### config.mk
export PLATFORM = sky130hd
export DESIGN_NAME = dot_product_sequencer_flat
export DESIGN_NICKNAME = d
export VERILOG_FILES = /design/src/rtl/dot_product_pkg.sv /design/src/rtl/dot_product_sequencer_if.sv /design/src/rtl/dot_product_sequencer_valid_align_pipe.sv /design/src/rtl/dot_product_sequencer.sv /design/src/flat_wrapper.sv
export SDC_FILE = /design/constraint.sdc
export NUM_CORES = 1
export LEC_CHECK = 0
export ABC_CLOCK_PERIOD_IN_PS = 36300
export CELL_PAD_IN_SITES_DETAIL_PLACEMENT = 0
export CELL_PAD_IN_SITES_GLOBAL_PLACEMENT = 1
export CORE_AREA = 2 2 226 228
export CTS_BUF_LIST = sky130_fd_sc_hd__clkbuf_4 sky130_fd_sc_hd__clkbuf_8
export CTS_CLUSTER_SIZE = 16
export DETAILED_ROUTE_END_ITERATION = 12
export DIE_AREA = 0 0 228 230
export GPL_TIMING_DRIVEN = 0
export PLACE_DENSITY_LB_ADDON = 0.05
export SLEW_MARGIN = 10
export SYNTH_ARGS = -nofsm -noshare
export SYNTH_HDL_FRONTEND = slang
export SYNTH_SLANG_ARGS = --single-unit
### constraint.sdc
create_clock -name clk -period 36.3 [get_ports clk]
set_clock_uncertainty 0.05 [all_clocks]
set_input_delay 3.63 -clock clk [delete_from_list [all_inputs] [get_ports clk]]
set_output_delay 3.63 -clock clk [all_outputs]
set_load 0.03 [all_outputs]
### src/rtl/dot_product_pkg.sv
// Shared types and parameter derivations for the dot-product update sequencer.
package dot_product_pkg;

    typedef enum logic [2:0] {
        IDLE  = 3'd0,
        CLEAR = 3'd1,
        ISSUE = 3'd2,
        DRAIN = 3'd3,
        DONE  = 3'd4
    } state_t;

    function automatic int calc_num_groups(input int vector_size, input int rows_per_clk);
        return vector_size / rows_per_clk;
    endfunction

    function automatic int calc_addr_width(input int num_groups);
        return (num_groups > 1) ? $clog2(num_groups) : 1;
    endfunction

    function automatic int calc_cnt_width(input int num_groups);
        return $clog2(num_groups + 1);
    endfunction

endpackage

### src/rtl/dot_product_sequencer_if.sv
// Bundle of the control, datapath and J-memory signals around the sequencer.
interface dot_product_sequencer_if
    import dot_product_pkg::*;
#(
    parameter int NUM_ROWS_PER_CLK = 4,
    parameter int VECTOR_SIZE      = 256
);
    localparam int ADDR_WIDTH = calc_addr_width(calc_num_groups(VECTOR_SIZE, NUM_ROWS_PER_CLK));

    logic                        start;
    logic [VECTOR_SIZE-1:0]      sigma;
    logic [VECTOR_SIZE-1:0]      flip_mask;
    logic                        busy;
    logic                        done;
    logic                        err;
    logic                        dp_clear;
    logic [NUM_ROWS_PER_CLK-1:0] j_rows_valid;
    logic [NUM_ROWS_PER_CLK-1:0] sigma_bits;
    logic                        dp_done;
    logic                        mem_req;
    logic                        mem_ready;
    logic [ADDR_WIDTH-1:0]       mem_addr;

    modport master (
        output start, sigma, flip_mask, dp_done, mem_ready,
        input  busy, done, err, dp_clear, j_rows_valid, sigma_bits, mem_req, mem_addr
    );

    modport slave (
        input  start, sigma, flip_mask, dp_done, mem_ready,
        output busy, done, err, dp_clear, j_rows_valid, sigma_bits, mem_req, mem_addr
    );

endinterface

### src/rtl/dot_product_sequencer_valid_align_pipe.sv
// Fixed-depth shift pipe that delays {row mask, sigma} to meet the J read data.
module valid_align_pipe #(
    parameter int DATA_W = 4,
    parameter int STAGES = 2
) (
    input  logic              clk,
    input  logic              rst,
    input  logic              i_push,
    input  logic [DATA_W-1:0] i_mask,
    input  logic [DATA_W-1:0] i_sigma,
    output logic [DATA_W-1:0] o_mask,
    output logic [DATA_W-1:0] o_sigma,
    output logic              o_empty
);

    logic [STAGES-1:0] r_vld_p;
    logic [DATA_W-1:0] r_mask_p  [STAGES];
    logic [DATA_W-1:0] r_sigma_p [STAGES];

    // Stage 0 loads on push, later stages shift; idle slots carry zeros so outputs stay quiet.
    always_ff @(posedge clk) begin
        if (rst) begin
            r_vld_p <= '0;
            for (int i = 0; i < STAGES; i++) begin
                r_mask_p[i]  <= '0;
                r_sigma_p[i] <= '0;
            end
        end else begin
            r_vld_p[0]   <= i_push;
            r_mask_p[0]  <= i_push ? i_mask  : '0;
            r_sigma_p[0] <= i_push ? i_sigma : '0;
            for (int i = 1; i < STAGES; i++) begin
                r_vld_p[i]   <= r_vld_p[i-1];
                r_mask_p[i]  <= r_mask_p[i-1];
                r_sigma_p[i] <= r_sigma_p[i-1];
            end
        end
    end

    assign o_mask  = r_mask_p[STAGES-1];
    assign o_sigma = r_sigma_p[STAGES-1];
    assign o_empty = ~|r_vld_p;

endmodule

### src/rtl/dot_product_sequencer.sv
// Walks the J matrix in row groups, feeds aligned valid/sigma to the datapath and
// signals completion once every issued group has been accumulated.
module dot_product_sequencer
    import dot_product_pkg::*;
#(
    parameter int NUM_ROWS_PER_CLK = 4,
    parameter int VECTOR_SIZE      = 256,
    parameter int READ_LATENCY     = 2,
    parameter int SKIP_EMPTY       = 1
) (
    input  logic                   clk,
    input  logic                   rst,
    dot_product_sequencer_if.slave bus
);

    localparam int NUM_GROUPS = calc_num_groups(VECTOR_SIZE, NUM_ROWS_PER_CLK);
    localparam int ADDR_WIDTH = calc_addr_width(NUM_GROUPS);
    localparam int CNT_WIDTH  = calc_cnt_width(NUM_GROUPS);
    localparam logic [ADDR_WIDTH-1:0] LAST_G = ADDR_WIDTH'(NUM_GROUPS - 1);

    state_t                      r_state;
    state_t                      w_state_nxt;
    logic [VECTOR_SIZE-1:0]      r_sigma;
    logic [VECTOR_SIZE-1:0]      r_mask;
    logic [ADDR_WIDTH-1:0]       r_g;
    logic [CNT_WIDTH-1:0]        r_outst;
    logic                        r_busy;
    logic                        r_done;
    logic                        r_err;
    logic                        r_dp_clear;

    logic [NUM_ROWS_PER_CLK-1:0] w_mask_slice;
    logic [NUM_ROWS_PER_CLK-1:0] w_sigma_slice;
    logic [NUM_ROWS_PER_CLK-1:0] w_pipe_mask;
    logic [NUM_ROWS_PER_CLK-1:0] w_pipe_sigma;
    logic                        w_pipe_empty;
    logic                        w_skip;
    logic                        w_req;
    logic                        w_accept;
    logic                        w_advance;
    logic                        w_last;
    logic                        w_inc;
    logic                        w_dec;
    logic                        w_start_acc;

    always_comb begin
        w_mask_slice  = r_mask[int'(r_g) * NUM_ROWS_PER_CLK +: NUM_ROWS_PER_CLK];
        w_sigma_slice = r_sigma[int'(r_g) * NUM_ROWS_PER_CLK +: NUM_ROWS_PER_CLK];
    end

    assign w_start_acc = (r_state == IDLE) && bus.start;
    assign w_skip      = (SKIP_EMPTY != 0) && (w_mask_slice == '0);
    assign w_req       = (r_state == ISSUE) && !w_skip;
    assign w_accept    = w_req && bus.mem_ready;
    assign w_advance   = (r_state == ISSUE) && (w_skip || bus.mem_ready);
    assign w_last      = (r_g == LAST_G);
    // A zero-mask group requested with skipping disabled never produces a dp_done.
    assign w_inc       = w_accept && (w_mask_slice != '0);
    assign w_dec       = bus.dp_done;

    always_comb begin
        w_state_nxt = r_state;
        case (r_state)
            IDLE:    if (bus.start) w_state_nxt = CLEAR;
            CLEAR:   w_state_nxt = ISSUE;
            ISSUE:   if (w_advance && w_last) w_state_nxt = DRAIN;
            DRAIN:   if (w_pipe_empty && (r_outst == '0)) w_state_nxt = DONE;
            DONE:    w_state_nxt = IDLE;
            default: w_state_nxt = IDLE;
        endcase
    end

    always_ff @(posedge clk) begin
        if (rst) begin
            r_state    <= IDLE;
            r_g        <= '0;
            r_outst    <= '0;
            r_busy     <= 1'b0;
            r_done     <= 1'b0;
            r_err      <= 1'b0;
            r_dp_clear <= 1'b0;
        end else begin
            r_state    <= w_state_nxt;
            r_busy     <= (w_state_nxt != IDLE);
            r_done     <= (w_state_nxt == DONE);
            r_dp_clear <= (w_state_nxt == CLEAR);

            if (r_state == CLEAR) begin
                r_g <= '0;
            end else if (w_advance && !w_last) begin
                r_g <= r_g + ADDR_WIDTH'(1);
            end

            if (w_inc && !w_dec) begin
                r_outst <= r_outst + CNT_WIDTH'(1);
            end else if (!w_inc && w_dec && (r_outst != '0)) begin
                r_outst <= r_outst - CNT_WIDTH'(1);
            end

            if (w_start_acc) begin
                r_err <= 1'b0;
            end else if (w_dec && !w_inc && (r_outst == '0)) begin
                r_err <= 1'b1;
            end
        end
    end

    // Pass operands are data only: captured on an accepted start, never reset.
    always_ff @(posedge clk) begin
        if (w_start_acc) begin
            r_sigma <= bus.sigma;
            r_mask  <= bus.flip_mask;
        end
    end

    valid_align_pipe #(
        .DATA_W (NUM_ROWS_PER_CLK),
        .STAGES (READ_LATENCY)
    ) u_align (
        .clk     (clk),
        .rst     (rst),
        .i_push  (w_accept),
        .i_mask  (w_mask_slice),
        .i_sigma (w_sigma_slice),
        .o_mask  (w_pipe_mask),
        .o_sigma (w_pipe_sigma),
        .o_empty (w_pipe_empty)
    );

    assign bus.busy         = r_busy;
    assign bus.done         = r_done;
    assign bus.err          = r_err;
    assign bus.dp_clear     = r_dp_clear;
    assign bus.j_rows_valid = w_pipe_mask;
    assign bus.sigma_bits   = w_pipe_sigma;
    assign bus.mem_req      = w_req;
    assign bus.mem_addr     = r_g;

endmodule

### src/flat_wrapper.sv
// flat-port wrapper written by rule: the top's interface ports become plain ports
module dot_product_sequencer_flat import dot_product_pkg::*;
#(
    parameter int NUM_ROWS_PER_CLK = 4,
    parameter int VECTOR_SIZE      = 256,
    parameter int READ_LATENCY     = 2,
    parameter int SKIP_EMPTY       = 1
)
  (clk, rst, bus_start, bus_sigma, bus_flip_mask, bus_dp_done, bus_mem_ready, bus_busy, bus_done, bus_err, bus_dp_clear, bus_j_rows_valid, bus_sigma_bits, bus_mem_req, bus_mem_addr);
  dot_product_sequencer_if #(.NUM_ROWS_PER_CLK(NUM_ROWS_PER_CLK), .VECTOR_SIZE(VECTOR_SIZE)) bus_i ();
  input  logic clk;
  input  logic rst;
  input wire logic [$bits(bus_i.start)-1:0] bus_start;
  input wire logic [$bits(bus_i.sigma)-1:0] bus_sigma;
  input wire logic [$bits(bus_i.flip_mask)-1:0] bus_flip_mask;
  input wire logic [$bits(bus_i.dp_done)-1:0] bus_dp_done;
  input wire logic [$bits(bus_i.mem_ready)-1:0] bus_mem_ready;
  output wire logic [$bits(bus_i.busy)-1:0] bus_busy;
  output wire logic [$bits(bus_i.done)-1:0] bus_done;
  output wire logic [$bits(bus_i.err)-1:0] bus_err;
  output wire logic [$bits(bus_i.dp_clear)-1:0] bus_dp_clear;
  output wire logic [$bits(bus_i.j_rows_valid)-1:0] bus_j_rows_valid;
  output wire logic [$bits(bus_i.sigma_bits)-1:0] bus_sigma_bits;
  output wire logic [$bits(bus_i.mem_req)-1:0] bus_mem_req;
  output wire logic [$bits(bus_i.mem_addr)-1:0] bus_mem_addr;
  assign bus_i.start = bus_start;
  assign bus_i.sigma = bus_sigma;
  assign bus_i.flip_mask = bus_flip_mask;
  assign bus_i.dp_done = bus_dp_done;
  assign bus_i.mem_ready = bus_mem_ready;
  assign bus_busy = bus_i.busy;
  assign bus_done = bus_i.done;
  assign bus_err = bus_i.err;
  assign bus_dp_clear = bus_i.dp_clear;
  assign bus_j_rows_valid = bus_i.j_rows_valid;
  assign bus_sigma_bits = bus_i.sigma_bits;
  assign bus_mem_req = bus_i.mem_req;
  assign bus_mem_addr = bus_i.mem_addr;
  dot_product_sequencer #(.NUM_ROWS_PER_CLK(NUM_ROWS_PER_CLK), .VECTOR_SIZE(VECTOR_SIZE), .READ_LATENCY(READ_LATENCY), .SKIP_EMPTY(SKIP_EMPTY)) u_core (.clk(clk), .rst(rst), .bus(bus_i));
endmodule
Yosys cells after proc, flatten, opt, wreduce, memory -nomap -nowiden --
Memories as Yosys holds them, arrays and structs flattened. Index checks and enable logic that the tools add are counted.
Word-level totals: bits in registers 534, RAM bits 16, bits of input ports 517, output and inout port bits 19, logic and storage cells 70, memories kept 2
Operators by class: add/subtract/negate cells 3, equal/unequal tests 6, shifts and indexed selects 2, muxes and demuxes 15, bitwise gates (word level) 4, reductions and logical operators 28
Memories:
- u_core.u_align.r_mask_p | words 2, bits a word 4, rd ports 2, clocked after memory_dff 0, write ports 2, RTL line dot_product_sequencer_valid_align_pipe.sv:17 | logic [DATA_W-1:0] r_mask_p [STAGES];
- u_core.u_align.r_sigma_p | words 2, bits a word 4, rd ports 2, clocked after memory_dff 0, write ports 2, RTL line dot_product_sequencer_valid_align_pipe.sv:18 | logic [DATA_W-1:0] r_sigma_p [STAGES];
Operator list (number):
- 256-bit by 9-bit indexed part select with 4-bit output | 2
- 4-bit 2-to-1 mux | 6
- 7-bit 2-to-1 mux | 2
- 1-bit logical AND | 12
- 3-bit case mux with 4 select lines | 1
- 3-bit 2-to-1 mux | 3
- 7-bit by 1-bit adder with 7-bit output (second input constant) | 1
- 7-bit logical NOT | 1
- 7-bit nonzero test | 1
- 7-bit by 1-bit subtractor with 7-bit output (second input constant) | 1
- 6-bit by 1-bit adder with 6-bit output (second input constant) | 1
- 3-bit by 1-bit == test with 1-bit output (second input constant) | 2
- 3-bit by 2-bit == test with 1-bit output (second input constant) | 2
- 6-bit == test (second input constant) | 1
- 2-bit OR reduction | 3
- 1-bit logical NOT | 5
- 4-bit logical NOT | 1
- 1-bit bitwise OR | 4
- 4-bit nonzero test | 1
- 3-bit == test (second input constant) | 1
- 3-bit logical NOT | 1
- 1-bit 2-to-1 mux | 3
- 3-bit nonzero test | 1
- 2-bit nonzero test | 1
- 1-bit logical OR | 1

Depth between registers and ports, before layout --
word-level depth 11, depth in mapped cells 22, gate-level depth less buffers 18

Modules after synthesis --
From an unflattened synthesis, not the netlist that was laid out.
Unflattened totals: cells, all modules 971, area total of the unflattened synthesis 21396.8 µm²
Modules (own cells, without submodules):
- dot_product_sequencer | instances 1, cells each 925, area an instance 20810.0 µm², seq. area each 15775.1 µm²
- valid_align_pipe | instances 1, cells each 46, area an instance 586.8 µm², seq. area each 360.3 µm²

Worst setup path after synthesis --
OpenSTA, ideal clock, no wires.
path kind input to register, start input bus_start, end register u_core.r_mask[0] (enable), setup time 1409 ps, arrival 25032 ps, data required time 34841 ps, slack 9809 ps, stages 2, path buffers 0, cell sequence nand2_1 -> nor2_1
Between the ends: cells in the longest elaborated chain, start to end 1
RTL lines:
- start, declared | RTL line flat_wrapper.sv:13 | input wire logic [$bits(bus_i.start)-1:0] bus_start;
- 1-bit logical AND | RTL line dot_product_sequencer.sv:51 | assign w_start_acc = (r_state == IDLE) && bus.start;
- via u_core.w_start_acc | RTL line dot_product_sequencer.sv:44 | logic w_start_acc;
- end signal, assigned | RTL line dot_product_sequencer.sv:112 | r_mask <= bus.flip_mask;
- end, declared | RTL line dot_product_sequencer.sv:24 | logic [VECTOR_SIZE-1:0] r_mask;
The timed path passes the listed nets, and every way through them passes these cells. A chain may end at the register's enable or synchronous reset.

Final worst setup path --
start register u_core.r_g[2] (netlist: u_core.bus.mem_addr[2]), end output bus_mem_req
Between the ends: cells in the longest elaborated chain, start to end 4
RTL lines:
- start, declared | RTL line dot_product_sequencer.sv:25 | logic [ADDR_WIDTH-1:0] r_g;
- start signal, assigned | RTL line dot_product_sequencer.sv:91 | r_g <= r_g + ADDR_WIDTH'(1);
- 256-bit by 9-bit indexed part select with 4-bit output | RTL line dot_product_sequencer.sv:47 | w_mask_slice = r_mask[int'(r_g) * NUM_ROWS_PER_CLK +: NUM_ROWS_PER_CLK];
- 4-bit logical NOT | RTL line dot_product_sequencer.sv:52 | assign w_skip = (SKIP_EMPTY != 0) && (w_mask_slice == '0);
- 1-bit logical NOT | RTL line dot_product_sequencer.sv:53 | assign w_req = (r_state == ISSUE) && !w_skip;
- 1-bit logical AND | RTL line dot_product_sequencer.sv:53
- end, declared | RTL line flat_wrapper.sv:24 | output wire logic [$bits(bus_i.mem_req)-1:0] bus_mem_req;
No other way between the ends.

==> metrics.txt <==
Netlist Area Pre-Place=0.0213 mm^2; dominant register cell in the synthesized netlist=edfxtp_1; Power Internal=0.00118 W; Antenna Violating Nets Remaining=0; H-tree Lvls=3; net switching power=0.000339 W; Reg2Reg Depth=18; initial antenna violation count=21; Root Driver=clkbuf_8; Max Buffers Root-to-Sink=3; clk_lat worst skew=0.68 ns; DR vias/cell=5.04; TritonCTS clock tree=done; RR Endpoint=u_core.r_outst[6]$_SDFFE_PP0P_; nature of the critical path endpoint=output pin; combinational power share=12.0%; share of post-route cells with drive strength above 1=20.4%; Ys Warns=0; worst slew pin tran=1.03 ns; number of setup violations in the final report=0; worst setup path startpoint=u_core.bus.mem_addr[2]$_SDFFE_PP0P_; Num CTS Buffers=93; reg-to-reg setup timing slack=30.79 ns; Yosys cell types=56; FP Rows=82; GP Congestion=0.798; Chip Height=230 um; Sequential Power Share=51.0%; Hold Crit Start=u_core.u_align.r_sigma_p[0][0]$_SDFF_PP0_; Layout area overhead=40.0%; Final Hold Fails=0; vias in the first global route=12884; peak supply drop=0.0000342 V; hold_ws=0.387 ns; Starting Density=42.7%; Hold Path Class=reg -> reg; Post-Synthesis Cells=979; CTS clk-pin slew, worst paths=0.05 ns; Port Buffers=534; vias=12024; Hold Path End=u_core.u_align.r_sigma_p[0][4]$_SDFF_PP0_; sequential share of the synthesized area=75.8%; WHS Path Cells=1; DRC=0; sum of negative setup slack=0 ns; Die Area=0.0524 mm^2; Pwr per Cell Area=51.0 mW/mm^2; dpl ws=28.77 ns; WL per Instance=25.2 um; Sw Share=22.3%; critical path launch point type=flop; Worst Path Arrival=4.58 ns; Reg-to-Reg Start=u_core.bus.mem_addr[2]$_SDFFE_PP0P_; number of clock sinks=550; nets@finish=2150; fin crit period=8.26 ns; mean post-synth cell area=21.7 um^2; hold-fix buffers at CTS=0; Pre-Repair DR Iteration Count=5; status=complete, no violations; Setup Fix Bufs, Post-CTS=0; Async S/R FF share, synth=0%; Resize count post-CTS=0; crit path max fanout=10; first-pass GRT wire length=86.1 mm; Post-DP HPWL=46.3 mm; RSZ-0062 raised after global routing=no; core box area=0.0499 mm^2; WL final=60.0 mm; setup ws final=28.04 ns; MaxCap Viol Count=0; total gr overflow=0; die span in x=228 um; Crit Path Class=reg -> out; gr usage total=23.1%; CP required=32.62 ns; largest net degree at the start of global routing=35; I/O pin cnt=536; Clk network pwr share=37.0%; Yosys reg bits=550; Iter 0 DRT Violations=926; max-slew violation count=0; syn_nets=1503; fmax=0.121 GHz; P_leak=9.99 nW; EDFF count, synth=512; Final period util=22.8%; max_slew headroom=31.1%
## worst max path at each step
stage / endpoint / depth (start not counted)
global route: bus_mem_req / 10
global placement: u_core.r_sigma[203]$_DFFE_PP_ / 3
floorplan: u_core.r_mask[0]$_DFFE_PP_ / 2
CTS: bus_mem_req / 9
finish: bus_mem_req / 10
detailed placement: bus_mem_req / 9
## sequential cells by signal (all words and copies together) (netlist names)
signal	cells
u_core.bus.done	1
u_core.r_sigma	256
u_core.u_align.r_mask_p	8
u_core.r_state	3
u_core.bus.err	1
u_core.r_mask	256
u_core.u_align.r_vld_p	2
u_core.bus.dp_clear	1
u_core.r_outst	7
u_core.u_align.r_sigma_p	8
u_core.bus.busy	1
u_core.bus.mem_addr	6
## metrics by stage
stage	cell area [um^2]	utilization, %	std cells	total power [W]
after floorplan	21300	-	979	0.000918
after global placement	27500	55.1	2185	0.00102
after detailed placement	27900	55.9	2203	0.000972
after CTS	29800	59.7	2373	0.00154
after global routing	29800	59.8	2381	0.00159
final	29800	59.8	2385	0.00152
## critical path, stage by stage (launching register included)
cell	delay [ns]
dfxtp_1	0.42
buf_2	0.29
clkbuf_1	0.57
mux4_1	0.43
mux2i_1	0.21
a22oi_1	0.20
o2111ai_1	0.21
o21ai_1	0.19
nor4_4	0.60
nor2_1	0.16
clkdlybuf4s50_1	0.63
## synthesized netlist by cell type, drive strengths merged, types with 5 or more instances
| master | number | area [um^2] |
|---|---|---|
| mux4 | 140 | 3210 |
| dfxtp | 38 | 761 |
| nor2 | 25 | 93.8 |
| o211ai | 5 | 37.5 |
| a221oi | 5 | 43.8 |
| mux2i | 33 | 330 |
| mux2 | 5 | 56.3 |
| buf | 40 | 289 |
| o21ai | 13 | 76.3 |
| nand2 | 20 | 75.1 |
| a21oi | 12 | 60.1 |
| nor3 | 10 | 50.1 |
| nor2b | 20 | 125 |
| and2 | 5 | 31.3 |
| edfxtp | 512 | 15400 |
| nand2b | 5 | 31.3 |
| clkbuf | 18 | 67.6 |
| a22oi | 7 | 52.6 |
| ha | 6 | 75.1 |
| inv | 9 | 33.8 |
## cells by family (layout without fill, tap and decap cells)
logic type      count (synthesis)  after routing  synth area share (%)
flops                         550            550                  75.8
mux                           178            178                  16.9
simple gates                  102            102                  2.52
compound gates                 69             69                  2.29
buf+inv                        67            789                  1.83
fa+ha+maj                       7              7                 0.447
xor+xnor                        6              6                 0.247
other cells                     0             12                     0
## power by group through the flow
stage          Sequential, W  Clock [W]  Combinational [W]
3_3_place_gp        0.000853          0           0.000169
6_report            0.000775   0.000563           0.000182
4_1_cts             0.000776   0.000579           0.000184
2_1_floorplan       0.000833          0          0.0000847
5_1_grt             0.000780   0.000608           0.000197
3_5_place_dp        0.000788          0           0.000184
## layer usage
| metal | global-route usage (%) | up-vias | routed length, um |
|---|---|---|---|
| li1 | - | 5414 | - |
| met3 | 7.95 | 106 | 5090 |
| met2 | 38.0 | 481 | 29700 |
| met5 | 0 | - | 128 |
| met1 | 29.3 | 6001 | 23800 |
| met4 | 6.21 | 22 | 1290 |
## cells in the final DEF, fill, tap and decap left out, types with 6 or more instances in the layout
master / n
nor3_1: 10
clkinv_2: 9
nor2_1: 24
buf_2: 14
diode_2: 12
clkinv_1: 12
a22oi_1: 7
dfxtp_1: 38
a21oi_1: 12
mux2i_1: 33
nor2b_1: 20
buf_12: 16
mux4_1: 14
clkbuf_4: 38
o21ai_0: 11
nand2_1: 20
clkdlybuf4s50_1: 534
inv_1: 9
edfxtp_1: 512
buf_4: 17
clkbuf_1: 18
ha_1: 6
clkbuf_8: 105
mux4_2: 126
## cell type report
cell class,count,area [um^2]
Inverter,9,33.8
Sequential cell,550,16100
Clock buffer,143,1730
Multi-Input combinational cell,362,4770
Clock inverter,27,184
Fill cell,3796,20100
Tap cell,672,841
Timing Repair Buffer,552,5730
Antenna cell,12,30.0
Buffer,58,357
No activity file was read; power rests on OpenSTA's default activity.
